--- src/rtl/csr_reg.sv ---
// Single RISC-V Zicsr control/status register at a fixed address, with a peripheral side-effect write port.
// Define CSR_WMASK_EN to add the WriteMask parameter that makes unmasked bits read-only to CSR instructions.
module csr_reg #(
  parameter int unsigned          CsrWidth   = 32,
  parameter logic [11:0]          Addr       = 12'h000,
  parameter logic [CsrWidth-1:0]  ResetValue = '0
`ifdef CSR_WMASK_EN
  ,
  parameter logic [CsrWidth-1:0]  WriteMask  = '1
`endif
) (
  input  logic                clk,
  input  logic                reset,
  input  logic                csr_enable,
  input  logic [11:0]         csr_addr,
  input  logic [2:0]          csr_op,
  input  logic [4:0]          rs1_zimm,
  input  logic [31:0]         rs1_data,
  input  logic [CsrWidth-1:0] ext_data,
  input  logic                ext_write_enable,
  output logic [CsrWidth-1:0] data,
  output logic [31:0]         direct_out,
  output logic [31:0]         out
);

  logic                sel;
  logic [31:0]         op_full;
  logic [CsrWidth-1:0] op_val;
  logic [CsrWidth-1:0] csr_next;
  logic [CsrWidth-1:0] csr_wdata;
  logic                csr_write;
  logic [31:0]         data_ext;

  assign sel     = csr_enable && (csr_addr == Addr);
  assign op_full = csr_op[2] ? {27'b0, rs1_zimm} : rs1_data;
  assign op_val  = op_full[CsrWidth-1:0];

  // NOTE: every output of a combinational block gets a default first, so no path leaves it unassigned and infers a latch.
  always_comb begin
    csr_write = 1'b0;
    csr_next  = data;
    if (sel) begin
      case (csr_op)
        3'b001, 3'b101: begin
          csr_write = 1'b1;
          csr_next  = op_val;
        end
        3'b010, 3'b110: begin
          csr_write = (rs1_zimm != 5'd0);
          csr_next  = data | op_val;
        end
        3'b011, 3'b111: begin
          csr_write = (rs1_zimm != 5'd0);
          csr_next  = data & ~op_val;
        end
        default: ;
      endcase
    end
  end

`ifdef CSR_WMASK_EN
  // Only software-writable bits take the instruction result; the rest keep their stored value.
  assign csr_wdata = (csr_next & WriteMask) | (data & ~WriteMask);
`else
  assign csr_wdata = csr_next;
`endif

  // NOTE: sequential state uses non-blocking assignments so every register samples pre-edge values.
  always_ff @(posedge clk) begin
    if (!reset) begin
      data <= ResetValue;
    end else if (ext_write_enable) begin
      data <= ext_data;
    end else if (csr_write) begin
      data <= csr_wdata;
    end
  end

  // Zero-extend without a replication count, which would be zero-width when CsrWidth is 32.
  always_comb begin
    data_ext                 = '0;
    data_ext[CsrWidth-1:0]   = data;
  end

  assign direct_out = data_ext;
  assign out        = sel ? data_ext : 32'h0;

endmodule

--- config.mk ---
export PLATFORM = sky130hd
export DESIGN_NAME = csr_reg
export DESIGN_NICKNAME = d
export VERILOG_FILES = /design/src/rtl/csr_reg.sv
export SDC_FILE = /design/constraint.sdc
export NUM_CORES = 1
export LEC_CHECK = 0
export CAP_MARGIN = 20
export CORE_ASPECT_RATIO = 1.1
export CORE_MARGIN = 2
export CORE_UTILIZATION = 34
export CTS_BUF_LIST = sky130_fd_sc_hd__clkbuf_8
export DETAILED_ROUTE_END_ITERATION = 10
export PLACE_DENSITY_LB_ADDON = 0.15
export SYNTH_ARGS = -nofsm -noshare
export SYNTH_HDL_FRONTEND = slang
export SYNTH_SLANG_ARGS = --single-unit
--- constraint.sdc ---
create_clock -name clk -period 1.4 [get_ports clk]
set_clock_uncertainty 0.15 [all_clocks]
set_input_delay 0.14 -clock clk [delete_from_list [all_inputs] [get_ports clk]]
set_output_delay 0.14 -clock clk [all_outputs]
set_load 0.02 [all_outputs]
* Word level (Yosys, flattened, before mapping) *
Index checks and enable logic that the tools add are counted.

storage, ports and cells
  word-level logic and storage cells = 29
  output and inout bits = 96
  input port bits = 88
  bits in registers = 32

cells by class
  reductions and logical operators = 11
  equality and inequality tests = 6
  bitwise gates (word level) = 3
  mux-type cells = 8

operators by type and width
  kind                number
  $mux 32             5
  $pmux 32 s3         1
  $and 32x32->32      1
  $not 32->32         1
  $or 32x32->32       1
  $logic_not 12->1    1
  $eq 3x3->1 const B  3
  $eq 3x2->1 const B  2
  $reduce_or 2->1     3
  $reduce_bool 5->1   1
  $reduce_bool 2->1   2
  $reduce_bool 4->1   1
  $reduce_or 4->1     1
  $eq 3x1->1 const B  1
  $reduce_and 3->1    1
  $pmux 1 s2          1
  $logic_and 1x1->1   1
  $mux 1              1

* Longest topological paths before layout *
  word-level depth = 7
  depth in mapped cells = 7
  gate-level depth less buffers = 4

* Least setup slack after synthesis *
No wires, ideal clock.

  path kind = input -> output
  from = input csr_addr[7]
  to = output out[10]
  data required time = 1.110 ns
  data arrival time = 1.166 ns
  cell stages on the path = 5
  buffers on the path = 2
  path slack = -0.056 ns
  path through = nor4b_1 -> and4_1 -> buf_4 -> clkbuf_1 -> and2_1

between the ends
  cells in the longest elaborated chain, start to end = 3

ends and longest elaborated chain
  what                line  text
  start: declaration  15    input logic [11:0] csr_addr,
  $logic_not 12->1    34    assign sel = csr_enable && (csr_addr == Addr);
  $logic_and 1x1->1   34
  $mux 32             86    assign out = sel ? data_ext : 32'h0;
  end: declaration    23    output logic [31:0] out

Every way passes these cells.

* Worst setup path after layout *
  from = input csr_addr[6]
  to = register data[5]

between the ends
  cells in the longest elaborated chain, start to end = 5
  elaborated cells on any way between the ends = 6
  classes of those cells = mux: 1; reduce/logical: 5

ends and longest elaborated chain
  what                            line  text
  $logic_not 12->1 (*)            34
  $logic_and 1x1->1 (*)           34
  $mux 1                          42    if (sel) begin
  $reduce_bool 2->1 (no line)     --
  $reduce_and 3->1 (no line) (*)  --
  end signal: assignment          71    data <= ResetValue;
  end signal: assignment          73    data <= ext_data;
  end signal: assignment          75    data <= csr_wdata;
  end: declaration                21    output logic [CsrWidth-1:0] data,

Mark *: on every way between the ends. The rest lies on a longest branch, timed or not.
A chain may end at the register's enable or synchronous reset.

==> metrics.md <==
| Metric | Value |
|---|---|
| Status | complete, but fails checks |
| Failing checks | setup timing |
| Hold Fails Final Rpt | 0 |
| Sw power | 0.000964 W |
| Routed vias/inst | 4.71 |
| WP data required | 1.41 ns |
| Clock power frac | 25.4% |
| Hold-fix buffers at CTS | 0 |
| Reg clk slew, reported paths | 0.07 ns |
| Metal3 WL | 476 um |
| Wire length per cell | 14.9 um |
| CP arrival | 1.63 ns |
| Maximum VDD drop | 273 uV |
| Syn_area_per_cell | 7.83 sq um |
| Setup slack after layout | -0.219 ns |
| Worst Setup End Kind | flip-flop |
| Sequential Power Share | 34.0% |
| Largest net degree at the start of global routing | 65 |
| Most frequently used flop master after synthesis | dfxtp_1 |
| Seq/Total Area, Yosys | 22.5% |
| Starting density of the core | 34.5% |
| CORE AREA | 0.00828 sq mm |
| Gpl congestion | 0.805 |
| Hpwl dp | 7090 um |
| Drt pass-1 iters | 4 |
| Clock Tree Buf Depth | 2 |
| Yosys reg bits | 32 |
| Overall Power | 0.00306 W |
| Worst rel slew slack | 81.5% |
| First-pass GRT wire length | 15,800 um |
| Clock root cell | clkbuf_8 |
| Synth top area share | 22.5% |
| Yosys cell types | 25 |
| Layout cells sized above 1 | 32.3% |
| Cells after Synth | 364 |
| FP Rows | 35 |
| Post-layout net count | 648 |
| Final ANT Viol Nets | 0 |
| Vias | 3,160 |
| Io pins | 184 |
| Met2 wire length | 5310 um |
| Crit path max-delay family | buffers and inverters |
| Peak per-stage delay on the critical path | 0.28 ns |
| GRT Residual Overflow | 0 |
| PwrDens | 579 mW/mm^2 |
| Regs by FF count | data: 32 flops |
| Critical path buffers and inverters | 6 |
| EDFF count, synth | 0 |
| Fin crit period | 1.62 ns |
| Vias in the first global route | 3,203 |
| Top reg by flops | data |
| Most area-consuming cells after synthesis | dfxtp_1 (22%), mux2i_1 (22%), nand2b_1 (13%), buf_4 (9.2%), nand2_1 (7.9%) |
| Worst Tran Pin Value | 0.273 ns |
| Syn_nets | 452 |
| Port bufs | 183 |
| DP Cell Count | 655 |
| DRC violations left | 0 |
| H-tree depth | 2 |
| M1 wire length | 4120 um |
| Max reg flops | 32 |
| Fmax | 618 MHz |
| Area grow syn2layout | 85.2% |
| FILL cells | 720 |
| Fin Setup TNS | -10.53 ns |
| Internal cell power | 0.00209 W |
| Hold/Removal Path Class | in -> reg |
| Die X | 91.3 um |
| Die Area | 0.00914 sq mm |
| CTS buffer count | 5 |
| Combinational share of power | 40.6% |
| RSZ-0062 raised after global routing | yes |
| Commonest non-fill, non-tap cell in the layout | clkdlybuf4s50_1 |
| Switching share of power | 31.5% |
| Die Y | 100 um |
| Antenna violations before repair | 0 |
| Period Utilization, post-route | 116% |
| Clock tree from TritonCTS | built |
| Fin cells | 671 |
| Max-slew violation count | 0 |
| Ys Warns | 0 |
| Clock sink total | 32 |
| Placement Setup Slack | -0.930 ns |
| Setup CP Type | in -> reg |
| Synthesized area | 0.00285 sq mm |
| Asr flop ratio synth | 0% |
| Static Leak | 2.53 nW |
| Startpoint Class | primary input |
| Ant diodes | 0 |
| Worst-path fanout max | 8 |
| Finish-stage setup viols | 64 |
| Clock latency on the worst-skew pair | 0.28 ns |
| Routed WL | 10,000 um |
| Highest routed layer | met4 |
| WHS | 0.220 ns |
| Most frequent cells in the layout | clkdlybuf4s50_1 (66), mux2i_1 (62), nand2_1 (60), nand2b_1 (58), buf_4 (48) |
| Worst-path cell chain | buf_6 -> nor4b_4 -> and4_4 -> buf_8 -> buf_8 -> buf_6 -> a21oi_4 -> buf_12 -> buf_12 -> mux2i_2 |
| Gr usage total | 21.5% |
| 1st-iter DRT viols | 105 |
| Total of max-cap violations | 0 |
| CP max stage cell | nor4b_4 |
| Synth area leader | dfxtp_1 |
==> power by group through the flow <==
stage	logic (W)	registers [W]	clock network [W]
2_1_floorplan	0.000547	0.00114	0
3_3_place_gp	0.00127	0.00105	0
3_5_place_dp	0.00129	0.00105	0
4_1_cts	0.00123	0.00104	0.000800
5_1_grt	0.00134	0.00105	0.000844
6_report	0.00124	0.00104	0.000775
==> synthesized netlist by cell type (3+ instances only) <==
master,instances
mux2i_1,64
nand2_1,60
nand2b_1,58
buf_4,35
and2_1,33
dfxtp_1,32
o211ai_1,27
clkbuf_1,19
buf_2,6
nor2_1,6
and3_1,4
buf_6,3
o311ai_0,3
==> what timing repair did <==
item | CTS | global route
gates cloned | 3 | 2
endpoints found under the setup margin | 128 | 103
gates resized for setup | 374 | 61
pin swaps | 21 | 6
setup buffers | 6 | 0
==> final cells by class <==
class	instances	area, sq um	share of cell area [%]
timing repair buffer	253	2460	46.5
tap	111	139	2.63
inverter	2	7.51	0.142
sequential	32	642	12.2
clock buffer	7	96.3	1.82
multi-input combinational	266	1940	36.7
==> cells by family (layout without fill, tap and decap cells) <==
family,after synthesis,after routing,synth area share [%]
simple gates,168,168,31.3
buf+inv,66,262,14.3
flops,32,32,22.5
compound gates,34,34,9.43
mux,64,64,22.5
==> per-layer routing <==
layer,up-vias,GRT usage (%)
met5,-,0
met4,0,5.24
met3,12,4.58
met2,105,40.1
met1,1466,25.1
li1,1577,-
==> worst paths after layout <==
path,cells past startpoint,slack (ns),start,to
hold / removal,4,0.22,reset,data[20]
setup reg to reg,4,0.16,data[3],data[3]
hold reg to reg,2,0.34,data[19],data[19]
setup / recovery,10,-0.22,csr_addr[6],data[5]
==> worst reg2reg max path: stages (launching register included) <==
cell and delay (ns):
dfxtp_1 0.33, buf_4 0.13, and3_1 0.13, o311ai_1 0.26, mux2i_1 0.12
==> per-stage QoR <==
step / area (sq um) / util (%)
after floorplan: 2890 / -
after global placement: 4980 / 60.2
after detailed placement: 4980 / 60.2
after CTS: 5270 / 63.6
after global routing: 5280 / 63.8
final: 5280 / 63.8
No activity file was read; power rests on OpenSTA's default activity.
